<file path="config.mk">
export PLATFORM = sky130hd
export DESIGN_NAME = joypad_responder
export DESIGN_NICKNAME = d
export VERILOG_FILES = /design/src/rtl/joypad_pkg.sv /design/src/rtl/pin_sync.sv /design/src/rtl/joypad_responder.sv
export SDC_FILE = /design/constraint.sdc
export NUM_CORES = 1
export LEC_CHECK = 0
export BUFFER_PORTS_ARGS = -buffer_cell sky130_fd_sc_hd__buf_2
export CORE_AREA = 3 3 63 50
export CTS_BUF_LIST = sky130_fd_sc_hd__clkbuf_4 sky130_fd_sc_hd__clkbuf_8
export DETAILED_ROUTE_END_ITERATION = 6
export DIE_AREA = 0 0 66 53
export PLACE_DENSITY = 0.8
export SETUP_SLACK_MARGIN = 0.15
export SKIP_LAST_GASP = 1
export SYNTH_ARGS = -nofsm -noshare
export SYNTH_HDL_FRONTEND = slang
export SYNTH_SLANG_ARGS = --single-unit
</file>
<file path="constraint.sdc">
create_clock -name CLK -period 1.9 [get_ports CLK]
set_input_delay 0.38 -clock CLK [delete_from_list [all_inputs] [get_ports CLK]]
set_output_delay 0.38 -clock CLK [all_outputs]
set_load 0.02 [all_outputs]
</file>
<file path="src/rtl/joypad_pkg.sv">
// Shared definitions for the joypad port models: button order, turbo bit map, shared types.
package joypad_pkg;

    localparam int JOY_BITS = 8;
    localparam int CNT_W    = 4;

    // Report order of a stock pad; bit 0 is returned first after a load.
    localparam int BTN_A      = 0;
    localparam int BTN_B      = 1;
    localparam int BTN_SELECT = 2;
    localparam int BTN_START  = 3;
    localparam int BTN_UP     = 4;
    localparam int BTN_DOWN   = 5;
    localparam int BTN_LEFT   = 6;
    localparam int BTN_RIGHT  = 7;

    localparam int TURBO_A = 0;
    localparam int TURBO_B = 1;

    typedef enum logic [1:0] {
        ACT_HOLD  = 2'd0,
        ACT_LOAD  = 2'd1,
        ACT_SHIFT = 2'd2
    } sr_action_e;

    function automatic logic [CNT_W-1:0] sat_inc(input logic [CNT_W-1:0] value,
                                                 input logic [CNT_W-1:0] limit);
        return (value >= limit) ? limit : value + CNT_W'(1);
    endfunction

endpackage

</file>
<file path="src/rtl/pin_sync.sv">
// Multi-bit flop-chain synchronizer for slow, independently toggling pins.
module pin_sync #(
    parameter int               WIDTH     = 1,
    parameter int               STAGES    = 2,
    parameter logic [WIDTH-1:0] RESET_VAL = '0
) (
    input  logic             clk,
    input  logic             rst_n,
    input  logic [WIDTH-1:0] d,
    output logic [WIDTH-1:0] q
);

    logic [WIDTH-1:0] chain [STAGES];

    // NOTE: the chain is a handful of flops, not a RAM, so every stage is
    // reset; the reset value sets how the pin looks before the first sample.
    always_ff @(posedge clk or negedge rst_n) begin
        if (!rst_n) begin
            for (int i = 0; i < STAGES; i++) chain[i] <= RESET_VAL;
        end else begin
            chain[0] <= d;
            for (int i = 1; i < STAGES; i++) chain[i] <= chain[i-1];
        end
    end

    assign q = chain[STAGES-1];

endmodule

</file>
<file path="src/rtl/joypad_responder.sv">
// Controller-side model of a 4021-style pad: synchronized load/shift of the
// button report onto an active-low serial line, with optional A/B auto-fire.
module joypad_responder
    import joypad_pkg::*;
#(
    parameter int NUM_BITS    = JOY_BITS,
    parameter int SYNC_STAGES = 2,
    parameter int TURBO_DIV   = 16
) (
    input  logic                CLK,
    input  logic                n_RES,
    input  logic                strobe,
    input  logic                n_in,
    input  logic [NUM_BITS-1:0] buttons,
    input  logic [1:0]          turbo_en,
    output logic                ser_n,
    output logic [CNT_W-1:0]    bits_read,
    output logic                overread
);

    localparam int TC_W = (TURBO_DIV > 1) ? $clog2(TURBO_DIV) : 1;
    localparam logic [CNT_W-1:0] CNT_MAX  = CNT_W'(NUM_BITS);
    localparam logic [TC_W-1:0]  TC_LAST  = TC_W'(TURBO_DIV - 1);

    logic                strobe_s;
    logic                strobe_d;
    logic                n_in_s;
    logic                n_in_d;
    logic [NUM_BITS-1:0] buttons_s;

    logic [NUM_BITS-1:0] sr;
    logic [CNT_W-1:0]    cnt;
    logic [TC_W-1:0]     turbo_cnt;
    logic                turbo_ph;

    logic                shift_ev;
    logic                strobe_rise;
    logic [NUM_BITS-1:0] bm;
    sr_action_e          action;

    pin_sync #(.WIDTH(1), .STAGES(SYNC_STAGES), .RESET_VAL(1'b0)) u_sync_strobe (
        .clk   (CLK),
        .rst_n (n_RES),
        .d     (strobe),
        .q     (strobe_s)
    );

    // Idle level of n_in is high; resetting its chain high keeps the first
    // post-reset sample from looking like the end of a read pulse.
    pin_sync #(.WIDTH(1), .STAGES(SYNC_STAGES), .RESET_VAL(1'b1)) u_sync_n_in (
        .clk   (CLK),
        .rst_n (n_RES),
        .d     (n_in),
        .q     (n_in_s)
    );

    pin_sync #(.WIDTH(NUM_BITS), .STAGES(SYNC_STAGES), .RESET_VAL('0)) u_sync_buttons (
        .clk   (CLK),
        .rst_n (n_RES),
        .d     (buttons),
        .q     (buttons_s)
    );

    assign shift_ev    = n_in_s & ~n_in_d;
    assign strobe_rise = strobe_s & ~strobe_d;

    // NOTE: every signal driven here gets its default first, so no path
    // through the block can leave a value held and infer a latch.
    always_comb begin
        bm     = buttons_s;
        action = ACT_HOLD;
        bm[BTN_A] = buttons_s[BTN_A] & ~(turbo_en[TURBO_A] & turbo_ph);
        bm[BTN_B] = buttons_s[BTN_B] & ~(turbo_en[TURBO_B] & turbo_ph);
        if (strobe_s) begin
            action = ACT_LOAD;
        end else if (shift_ev) begin
            action = ACT_SHIFT;
        end
    end

    always_ff @(posedge CLK or negedge n_RES) begin
        if (!n_RES) begin
            n_in_d   <= 1'b1;
            strobe_d <= 1'b0;
            sr       <= '0;
            cnt      <= '0;
        end else begin
            n_in_d   <= n_in_s;
            strobe_d <= strobe_s;
            unique case (action)
                ACT_LOAD: begin
                    sr  <= bm;
                    cnt <= '0;
                end
                // Fill with 1s so reads past the report return "pressed", as a stock pad does.
                ACT_SHIFT: begin
                    sr  <= {1'b1, sr[NUM_BITS-1:1]};
                    cnt <= sat_inc(cnt, CNT_MAX);
                end
                default: begin
                    sr  <= sr;
                    cnt <= cnt;
                end
            endcase
        end
    end

    // Auto-fire phase advances per strobe, independent of whether turbo is enabled.
    always_ff @(posedge CLK or negedge n_RES) begin
        if (!n_RES) begin
            turbo_cnt <= '0;
            turbo_ph  <= 1'b0;
        end else if (strobe_rise) begin
            if (turbo_cnt == TC_LAST) begin
                turbo_cnt <= '0;
                turbo_ph  <= ~turbo_ph;
            end else begin
                turbo_cnt <= turbo_cnt + TC_W'(1);
            end
        end
    end

    assign ser_n     = ~sr[0];
    assign bits_read = cnt;
    assign overread  = (cnt == CNT_MAX);

endmodule

</file>
==> run metrics, run 1 <==
cell-internal power 1.24 mW; Core Rows 16; clock latency at the later pin of the worst-skew pair 0.34 ns; total CTS buffers 5; final-stage net count 150; GR Overflow Total 0; number of cells produced by synthesis 106; average instance area after synthesis 13.2 µm²; count of input and output buffers 19; first-pass iteration count of the detailed router 4; net switching power of the design 0.412 mW; largest net degree at the start of global routing 40; Initial Utilization 54.3%; Lkg Pwr 0.802 nW; actual transition at the worst max-transition pin 0.458 ns; maximum vdd ir drop 0.560 mV; headroom to the max-slew limit 69.5%; sequential element share of the synthesized area 69.9%; I/O pin count 20; total setup violations reported at the end of the flow 0; DRT Wirelength 2020 µm; proportion of power drawn by combinational gates 10.9%; leading cell types in the layout, fill and taps excluded sky130_fd_sc_hd__dfrtp_1 (35), sky130_fd_sc_hd__buf_2 (19), sky130_fd_sc_hd__nand2_1 (17), sky130_fd_sc_hd__mux2i_1 (9), sky130_fd_sc_hd__o21ai_0 (8); Root Buffer Master sky130_fd_sc_hd__clkbuf_4; first-pass GRT wire length 3340 µm; max-cap violation count 0; CTS H-tree depth 2; DIE HEIGHT 53 µm; Avg Vias per Cell 4.86; cell types with the largest area share after synthesis sky130_fd_sc_hd__dfrtp_1 (64%), sky130_fd_sc_hd__mux2i_1 (6.4%), sky130_fd_sc_hd__dfstp_2 (5.6%); power density over cell area 1020 nW/µm²; die area 3500 µm²; critical path startpoint category flop; register bit total from synthesis 39; TritonCTS clock tree yes; cell taking the most area after synthesis sky130_fd_sc_hd__dfrtp_1; unrepaired setup endpoints after global routing no; Hold/Removal Path Class in2async; All-Layer GR Usage 13.6%; Initial DRC Count 33; Final min period 1.67 ns; Die X 66 µm; type of the worst setup path reg2out; setup TNS 0 ns; initial antenna violation count 0; via count of the first global-routing pass 755; achievable frequency 599 MHz; DRT antenna net count 0; Num Clock Sinks 39; period utilization 87.9%; placer congestion estimate 0.722; Net Count, Synth 123; maximum clock skew at final layout 0.00692 ns; smallest setup slack after layout 0.230 ns; Post-Syn Area 1400 µm²; count of inserted antenna diode cells 0; Final Instance Count excl. Fillers 170; total number of vias 827; outcome completed; Tot Pwr 1.66 mW; final hold violation count 0; setup slack of the worst register-to-register path 0.52 ns; total number of yosys warnings 0; total DRC errors in the routed layout 0; clock transition at the registers of the reported paths 0.10 ns; total instance count after detailed placement 160; clock network fraction of total power 28.7%; pins over their slew limit 0; endpoint required time on the critical path 1.52 ns; number of unique standard cell types used by synthesis 25; crit path capture type output pin; biggest fanout along the worst timing path 5; Clock Path Buffers 2; Switching Share 24.9%; average wire per cell in the routed design 11.9 µm; sequential group share of total power 60.5%; post-detailed-placement half-perimeter wirelength 1380 µm; setup slack at placement 0.535 ns; layout cells sized above 1 26.9%; leading cell type in the layout, fill and taps excluded sky130_fd_sc_hd__dfrtp_1; layout overhead on the synthesized area 16.0%; arrival time at the worst endpoint 1.29 ns; fraction of post-synthesis cell area in the top cell type by area 64.3%; area of the placeable core 2580 µm²
## synthesized netlist by cell type
cell	instances
sky130_fd_sc_hd__dfrtp_1	36
sky130_fd_sc_hd__nand2_1	17
sky130_fd_sc_hd__mux2i_1	9
sky130_fd_sc_hd__o21ai_0	8
sky130_fd_sc_hd__a21oi_1	4
sky130_fd_sc_hd__inv_1	4
sky130_fd_sc_hd__nor2_1	4
sky130_fd_sc_hd__dfstp_2	3
sky130_fd_sc_hd__ha_1	3
sky130_fd_sc_hd__nand4_1	2
sky130_fd_sc_hd__xnor2_1	2
sky130_fd_sc_hd__a21o_1	1
sky130_fd_sc_hd__a311oi_1	1
sky130_fd_sc_hd__a41oi_1	1
sky130_fd_sc_hd__and2b_1	1
sky130_fd_sc_hd__buf_1	1
sky130_fd_sc_hd__buf_2	1
sky130_fd_sc_hd__buf_6	1
sky130_fd_sc_hd__nand2b_1	1
sky130_fd_sc_hd__nand2b_4	1
sky130_fd_sc_hd__nand3b_1	1
sky130_fd_sc_hd__nor2b_1	1
sky130_fd_sc_hd__o31ai_1	1
sky130_fd_sc_hd__or3_1	1
sky130_fd_sc_hd__or4b_1	1
## layer usage
| metal | part of all wire [%] | track usage, % | wire [µm] |
|---|---|---|---|
| met1 | 44 | 15.8 | 880 |
| met2 | 46 | 21.0 | 931 |
| met3 | 7.2 | 5.10 | 145 |
| met4 | 3.0 | 9.12 | 61 |
| met5 | 0 | 0 | 0 |
## area by class of cell
type                       instances  area [µm²]
clock buffer                       8        72.6
fill                             213         957
inverter                           4        15.0
multi-input combinational         60         387
sequential                        39         981
tap                               36        45.0
timing repair buffer              23         125
## worst max-delay path, stage by stage, from the launching register on
cell	delay [ns]
sky130_fd_sc_hd__dfrtp_1	0.43
sky130_fd_sc_hd__inv_1	0.08
sky130_fd_sc_hd__ha_1	0.14
sky130_fd_sc_hd__nand2_1	0.05
sky130_fd_sc_hd__nor2_1	0.08
sky130_fd_sc_hd__buf_2	0.16
## final timing paths
| check | start | end | cells after the start |
|---|---|---|---|
| worst max-delay path | bits_read[1]$_DFFE_PN0P_ | overread | 5 |
| worst min-delay path | n_RES | bits_read[3]$_DFFE_PN0P_ | 2 |
| worst max register to register | u_sync_n_in.q$_DFF_PN1_ | bits_read[2]$_DFFE_PN0P_ | 3 |
| worst min register to register | u_sync_strobe.chain[1]$_DFF_PN0_ | u_sync_strobe.q$_DFF_PN0_ | 0 |
| max in group asynchronous | n_RES | u_sync_n_in.chain[1]$_DFF_PN1_ | 2 |
| min in group CLK | n_in | u_sync_n_in.chain[1]$_DFF_PN1_ | 1 |
## power by group through the flow
stage	Clock [mW]	Sequential (mW)	Combinational [mW]
final	0.475	1.00	0.180
after global routing	0.532	1.02	0.210
after CTS	0.489	1.00	0.180
after detailed placement	0	1.01	0.182
after global placement	0	1.01	0.168
after floorplan	0	0.998	0.125
## cells by family after synthesis
logic type	count (synthesis)	synth area share, %
flops	39	69.9
simple gates	30	10.6
compound gates	16	6.61
mux	9	6.43
buf+inv	7	2.50
fa+ha+maj	3	2.68
xor+xnor	2	1.25
## repair_timing
action | in CTS | in global routing
hold endpoints to repair | 0 | 0
hold buffers | 0 | 0
setup endpoints to repair | 0 | 1
resized for setup | 0 | 1
buffers inserted | 0 | 2
## stage by stage
step           area (µm²)  util [%]  hold slack [ns]
2_1_floorplan        1400         -           0.0844
6_report             1630      62.9           0.0619
3_5_place_dp         1540      59.5            0.335
5_1_grt              1630      62.9           0.0912
4_1_cts              1610      62.3           0.0742
3_3_place_gp         1540      59.5            0.332
## registers in the layout, indices dropped and copies added (netlist names), 4 cells and up
name,cells
bits_read,4
sr,8
turbo_cnt,4
u_sync_buttons.chain,8
u_sync_buttons.q,8
No activity file was read; power rests on OpenSTA's default activity.
==> inputs of run 2 (changes only) <==
--- a/config.mk
+++ b/config.mk
@@ -6,13 +6,14 @@
 export NUM_CORES = 1
 export LEC_CHECK = 0
 export BUFFER_PORTS_ARGS = -buffer_cell sky130_fd_sc_hd__buf_2
-export CORE_AREA = 3 3 63 50
+export CORE_AREA = 3 3 64 51
 export CTS_BUF_LIST = sky130_fd_sc_hd__clkbuf_4 sky130_fd_sc_hd__clkbuf_8
 export DETAILED_ROUTE_END_ITERATION = 6
-export DIE_AREA = 0 0 66 53
-export PLACE_DENSITY = 0.8
+export DIE_AREA = 0 0 67 54
+export PLACE_DENSITY = 0.79
 export SETUP_SLACK_MARGIN = 0.15
 export SKIP_LAST_GASP = 1
 export SYNTH_ARGS = -nofsm -noshare
 export SYNTH_HDL_FRONTEND = slang
+export SYNTH_HIERARCHICAL = 1
 export SYNTH_SLANG_ARGS = --single-unit
==> run 2 against run 1 <==
Via count shrank 2.7%. Highest routed layer unchanged. Global-route usage grew 0.47 points. Synthesized cell count grew 4.7%.
==> run metrics, run 2 <==
maximum vdd ir drop 0.654 mV (+17%); reg2reg end bits_read[2]$_DFFE_PN0P_; average instance area after synthesis 13.1 µm² (-0.92%); Lkg Pwr 0.788 nW (-1.7%); # hold bufs at CTS 0 (unchanged); DIE HEIGHT 54 µm (+1.9%); pins over their slew limit 0 (unchanged); sequential element share of the synthesized area 67.4% (-2.5 points); number of filler instances in the final layout 226 (+6.1%); outcome completed; via count of the first global-routing pass 738 (-2.3%); I/O pin count 20 (unchanged); GR Overflow Total 0 (unchanged); placer congestion estimate 0.716 (-0.91%); unrepaired setup endpoints after global routing no; leading cell types in the layout, fill and taps excluded sky130_fd_sc_hd__dfrtp_1 (36), sky130_fd_sc_hd__buf_2 (19), sky130_fd_sc_hd__nand2_1 (14), sky130_fd_sc_hd__mux2i_1 (9), sky130_fd_sc_hd__o21ai_0 (9); hold_ws 0.0396 ns (-0.0223 ns); total setup violations reported at the end of the flow 0 (unchanged); Crit path largest cell delay 0.43 ns (about the same); arrival time at the worst endpoint 1.22 ns (-0.07 ns); achievable frequency 626 MHz (+4.5%); fraction of post-synthesis cell area in the top cell type by area 62.0% (-2.3 points); endpoint required time on the critical path 1.52 ns (about the same); Root Buffer Master sky130_fd_sc_hd__clkbuf_8; DRT antenna net count 0 (unchanged); number of flops mapped to enable cells by yosys 0 (unchanged); maximum clock skew at final layout 0.00443 ns (-0.00249 ns); max-cap violation count 0 (unchanged); number of cells produced by synthesis 111 (+4.7%); biggest fanout along the worst timing path 6 (+1); synth cell count leaders sky130_fd_sc_hd__dfrtp_1 (36), sky130_fd_sc_hd__nand2_1 (14), sky130_fd_sc_hd__buf_4 (9), sky130_fd_sc_hd__mux2i_1 (9), sky130_fd_sc_hd__o21ai_0 (9); total CTS buffers 5 (unchanged); power density over cell area 1090 nW/µm² (+6.6%); actual transition at the worst max-transition pin 0.364 ns (-0.0939 ns); total number of yosys warnings 6 (+6); leading cell type in the layout, fill and taps excluded sky130_fd_sc_hd__dfrtp_1; count of input and output buffers 19 (unchanged); total number of vias 805 (-2.7%); cell chain of the critical path inv_1 > ha_1 > nand2_1 > nor2_1 > buf_2; path depth of the worst reg2reg path 3 (unchanged); number of unique standard cell types used by synthesis 23 (-8.0%); Final min period 1.60 ns (-0.0727 ns); cell taking the most area after synthesis sky130_fd_sc_hd__dfrtp_1; final-stage net count 145 (-3.3%); period utilization 84.1% (-3.8 points); Post-Syn Area 1450 µm² (+3.7%); Clock Path Buffers 2 (unchanged); register bit total from synthesis 39 (unchanged); setup TNS 0 ns (unchanged); buffers inserted during post-CTS setup optimization 0 (unchanged); die area 3620 µm² (+3.4%); largest net degree at the start of global routing 40 (unchanged); All-Layer GR Usage 14.0% (+0.47 points); setup slack of the worst register-to-register path 0.43 ns (-0.09 ns); count of inserted antenna diode cells 0 (unchanged); final hold violation count 0 (unchanged); average wire per cell in the routed design 12.0 µm (+1.2%); clock latency at the later pin of the worst-skew pair 0.29 ns (-0.05 ns); critical path startpoint category flop; crit path buf inv count 2 (unchanged); Hold/Removal Path Class in2async; most used flip-flop cell after synthesis sky130_fd_sc_hd__dfrtp_1; layout cells sized above 1 27.1% (+0.27 points); initial antenna violation count 0 (unchanged); Num Clock Sinks 39 (unchanged); headroom to the max-slew limit 75.7% (+6.2 points); first-pass GRT wire length 3420 µm (+2.3%); Initial Utilization 55.0% (+0.76 points); area of the placeable core 2640 µm² (+2.3%); layout overhead on the synthesized area 12.4%; TritonCTS clock tree yes; Resize count post-CTS 0 (unchanged); Die X 67 µm (+1.5%); first-pass iteration count of the detailed router 4 (unchanged); clock transition at the registers of the reported paths 0.07 ns (-0.03 ns); crit path launch bits_read[0]$_DFFE_PN0P_; CTS H-tree depth 2 (unchanged); Core Rows 16 (unchanged); type of the worst setup path reg2out; Avg Vias per Cell 4.88 (+0.29%); post-detailed-placement half-perimeter wirelength 1360 µm (-1.6%); DRT Wirelength 1980 µm (-1.8%); Initial DRC Count 24 (-27%); family of cells with the greatest summed delay on the critical path flip-flops; cell with the largest stage delay on the worst path sky130_fd_sc_hd__dfrtp_1; Async S/R FF share, synth 100% (unchanged); crit path capture type output pin; dominant cell by count in the synthesized netlist sky130_fd_sc_hd__dfrtp_1; FF-to-FF Start u_sync_n_in/q$_DFF_PN1_; total DRC errors in the routed layout 0 (unchanged); cell types with the largest area share after synthesis sky130_fd_sc_hd__dfrtp_1 (62%), sky130_fd_sc_hd__mux2i_1 (6.2%), sky130_fd_sc_hd__dfstp_2 (5.4%); Net Count, Synth 128 (+4.1%)
## run 2: cell types whose count changed in the layout (fill, tap and decap cells not counted), moves of 2 or more
cell | before | now
sky130_fd_sc_hd__nand2_1 | 17 | 14
sky130_fd_sc_hd__buf_4 | 4 | 1
sky130_fd_sc_hd__clkbuf_8 | 2 | 5
sky130_fd_sc_hd__mux2_2 | 0 | 2
sky130_fd_sc_hd__clkbuf_4 | 6 | 1
## run 2: power breakdown
part           switching (mW)  internal, mW
clock network           0.267         0.270
logic                   0.105         0.110
registers              0.0874         0.935
total                   0.459          1.32
## run 2: cell families (layout without fill, tap and decap cells)
group                    count (synthesis)  in the layout  share of synthesized area [%]
buffers and inverters                   14             32                           6.02
AO/OA/AOI/OAI                           15             15                           5.51
flip-flops                              39             39                           67.4
XOR/XNOR                                 2              2                           1.21
multiplexers                            11             11                           7.75
AND/OR/NAND/NOR                         27             27                           9.55
adder cells (fa/ha/maj)                  3              3                           2.58
## run 2: final cells by class
type | instances | area (µm²) | share of cell area [%]
clock buffers | 6 | 76.3 | 4.67
well taps | 36 | 45.0 | 2.76
inverters | 3 | 11.3 | 0.689
flip-flops and latches | 39 | 980 | 60.0
clock inverters | 2 | 12.5 | 0.766
multi-input cells | 58 | 387 | 23.7
repair buffers | 21 | 123 | 7.50
## run 2: worst register-to-register path, stage by stage, from the launching register on
cell	delay (ns)
sky130_fd_sc_hd__dfstp_2	0.57
sky130_fd_sc_hd__nand2b_4	0.12
sky130_fd_sc_hd__or4b_1	0.53
sky130_fd_sc_hd__a21oi_1	0.17
## run 2: stage by stage
step / instance area (µm²) / power (mW) / std cells / setup slack, ns / utilization [%]
after floorplan: 1450 / 1.18 / 111 / 0.491 / -
after global placement: 1550 / 1.23 / 157 / 0.527 / 58.5
after detailed placement: 1550 / 1.26 / 157 / 0.441 / 58.5
after CTS: 1630 / 1.80 / 165 / 0.283 / 61.8
after global routing: 1630 / 1.90 / 165 / 0.202 / 61.8
final: 1630 / 1.77 / 165 / 0.303 / 61.8
## run 2: worst max path at each step
stage | depth (start not counted) | slack (ns) | endpoint
4_1_cts | 5 | 0.28 | overread
5_1_grt | 5 | 0.20 | overread
3_3_place_gp | 3 | 0.53 | bits_read[2]$_DFFE_PN0P_
6_report | 5 | 0.30 | overread
2_1_floorplan | 4 | 0.49 | overread
3_5_place_dp | 3 | 0.44 | bits_read[2]$_DFFE_PN0P_
## run 2: metal layers
metal	part of all wire, %	GRT usage [%]	wire [µm]
met1	45	17.1	889
met2	44	19.7	882
met3	8.7	8.14	172
met4	2.0	7.07	39
met5	0	0	0
==> inputs of run 3 (changes only) <==
--- a/config.mk
+++ b/config.mk
@@ -6,10 +6,10 @@
 export NUM_CORES = 1
 export LEC_CHECK = 0
 export BUFFER_PORTS_ARGS = -buffer_cell sky130_fd_sc_hd__buf_2
-export CORE_AREA = 3 3 64 51
+export CORE_AREA = 3 3 66 52
 export CTS_BUF_LIST = sky130_fd_sc_hd__clkbuf_4 sky130_fd_sc_hd__clkbuf_8
 export DETAILED_ROUTE_END_ITERATION = 6
-export DIE_AREA = 0 0 67 54
+export DIE_AREA = 0 0 69 55
 export PLACE_DENSITY = 0.79
 export SETUP_SLACK_MARGIN = 0.15
 export SKIP_LAST_GASP = 1
==> constraint.sdc (replaced) <==
create_clock -name CLK -period 1.4 [get_ports CLK]
set_input_delay 0.28 -clock CLK [delete_from_list [all_inputs] [get_ports CLK]]
set_output_delay 0.28 -clock CLK [all_outputs]
set_load 0.02 [all_outputs]
==> run 3 against run 2 <==
The run now ends with negative setup slack left. Cell count grew 6.1%. Core utilization decreased by 0.68 points. First-iteration DRC count is 21% higher. Sequential share of layout area down 4.4 points. Clock skew shrank 0.00058 ns. Largest cell class unchanged.
==> run metrics, run 3 (synthesis gave the netlist of run 2 again) <==
outcome complete, but fails checks; failing checks negative setup slack; first-pass GRT wire length 3480 µm (+2.0%); startpoint of the lowest-slack hold path n_in; Tot Pwr 2.58 mW (+45%); cell count of the worst hold path 1; setup slack at placement 0.0491 ns (-0.392 ns); clock transition at the registers of the reported paths 0.07 ns (about the same); DRT Wirelength 2080 µm (+5.0%); final-stage net count 154 (+6.2%); max-cap violation count 0 (unchanged); actual transition at the worst max-transition pin 0.421 ns (+0.0575 ns); setup TNS -0.0418 ns (-0.0418 ns); count of inserted antenna diode cells 0 (unchanged); initial antenna violation count 0 (unchanged); placer congestion estimate 0.717 (+0.20%); Initial DRC Count 29 (+21%); capture endpoint of the worst hold path u_sync_n_in/chain[1]$_DFF_PN1_; setup slack of the worst register-to-register path 0.03 ns (-0.40 ns); sequential cell area 983 µm² (+0.38%); All-Layer GR Usage 12.8% (-1.3 points); final hold violation count 0 (unchanged); Die X 69 µm (+3.0%); Initial Utilization 50.3% (-4.8 points); DIE HEIGHT 55 µm (+1.9%); first-pass iteration count of the detailed router 4 (unchanged); via count of the first global-routing pass 797 (+8.0%); post-detailed-placement half-perimeter wirelength 1390 µm (+2.2%); Core Rows 17 (+1); CTS H-tree depth 2 (unchanged); largest net degree at the start of global routing 23 (-43%); TritonCTS clock tree yes; total CTS buffers 5 (unchanged); multi-input logic area 394 µm² (+1.9%); crit path capture type output pin; unrepaired setup endpoints after global routing yes; power density over cell area 1460 nW/µm² (+34%); reg2reg end bits_read[2]$_DFFE_PN0P_; number of filler instances in the final layout 249 (+10%); critical path startpoint category flop; GR Overflow Total 0 (unchanged); layout overhead on the synthesized area 21.7%; Root Buffer Master sky130_fd_sc_hd__clkbuf_8; average wire per cell in the routed design 11.9 µm (-0.96%); clock latency at the later pin of the worst-skew pair 0.28 ns (about the same); pins over their slew limit 0 (unchanged); Avg Vias per Cell 4.75 (-2.6%); smallest setup slack after layout -0.0418 ns (-0.344 ns); biggest fanout along the worst timing path 2 (-4); type of the worst setup path reg2out; layout cells sized above 1 35.0% (+7.9 points); headroom to the max-slew limit 71.9% (-3.8 points); period utilization 103%; total DRC errors in the routed layout 0 (unchanged); maximum vdd ir drop 0.903 mV (+38%); count of input and output buffers 19 (unchanged); Hold/Removal Path Class in2reg; FF-to-FF Start bits_read[1]$_DFFE_PN0P_; I/O pin count 20 (unchanged); die area 3800 µm² (+4.9%); area of the placeable core 2890 µm² (+9.5%); path depth of the worst reg2reg path 5 (+2); Final min period 1.44 ns; total number of vias 832 (+3.4%); leading cell types in the layout, fill and taps excluded sky130_fd_sc_hd__dfrtp_1 (33), sky130_fd_sc_hd__buf_2 (16), sky130_fd_sc_hd__nand2_1 (14), sky130_fd_sc_hd__mux2i_1 (9), sky130_fd_sc_hd__buf_6 (7); achievable frequency 694 MHz; DRT antenna net count 0 (unchanged); arrival time at the worst endpoint 1.16 ns (-0.06 ns); maximum clock skew at final layout 0.00385 ns (-0.000579 ns); Num Clock Sinks 39 (unchanged); leading cell type in the layout, fill and taps excluded sky130_fd_sc_hd__dfrtp_1; Clock Path Buffers 2 (unchanged); endpoint required time on the critical path 1.12 ns (-0.40 ns); total setup violations reported at the end of the flow 1 (+1); Lkg Pwr 0.839 nW (+6.4%)
run 3: changes by cell type in the layout (fill, tap and decap cells not counted), sizes merged:
| cell | before | now |
|---|---|---|
| dlygate4sd3 | 0 | 1 |
| clkinv | 1 | 0 |
| buf | 21 | 29 |
| bufinv | 0 | 1 |
| clkbuf | 6 | 5 |
run 3: metrics by stage:
step,hold WS [ns],cells,instance area (µm²),utilization (%)
after floorplan,-0.0156,111,1460,-
after CTS,0.0809,171,1710,59.0
after global placement,0.235,160,1560,53.9
after global routing,0.0781,175,1770,61.2
after detailed placement,0.243,160,1560,53.9
final,0.0906,175,1770,61.2
run 3: worst max-delay path, cell delays in order (launching register included):
cell                      delay, ns
sky130_fd_sc_hd__dfrtp_2       0.41
sky130_fd_sc_hd__inv_1         0.06
sky130_fd_sc_hd__ha_1          0.13
sky130_fd_sc_hd__nand2_1       0.06
sky130_fd_sc_hd__nor2_2        0.10
sky130_fd_sc_hd__buf_6         0.12
run 3: power breakdown:
| group | internal, mW | switching (mW) |
|---|---|---|
| clock network | 0.520 | 0.358 |
| logic | 0.172 | 0.145 |
| registers | 1.27 | 0.110 |
run 3: worst max path at each step:
stage,from,end,slack [ns],cells after the start
finish,bits_read[0]$_DFFE_PN0P_,overread,-0.04,5
global route,bits_read[0]$_DFFE_PN0P_,overread,-0.10,5
CTS,bits_read[0]$_DFFE_PN0P_,overread,-0.04,5
detailed placement,u_sync_n_in/q$_DFF_PN1_,bits_read[2]$_DFFE_PN0P_,0.05,3
global placement,u_sync_n_in/q$_DFF_PN1_,bits_read[2]$_DFFE_PN0P_,0.11,3
floorplan,u_sync_n_in/q$_DFF_PN1_,bits_read[2]$_DFFE_PN0P_,0.14,3
run 3: timing repair:
action                     4_1_cts  5_1_grt
pin swaps                        0        1
hold buffers                     1        0
buffers inserted                 3        4
resized for setup                2       15
hold endpoints to repair        14        0
setup endpoints to repair        4       13
run 3: layer usage:
layer	up-vias	track usage (%)	routed length [µm]
met5	-	0	0
met2	20	20.4	972
met1	395	13.8	919
met4	0	10.7	68
met3	6	5.23	123
li1	411	-	-
run 3: layout make-up:
class | count | area share (%)
clock buffer | 5 | 3.89
sequential | 39 | 55.6
tap | 38 | 2.69
multi-input combinational | 58 | 22.3
clock inverter | 2 | 2.12
timing repair buffer | 30 | 12.8
inverter | 3 | 0.636
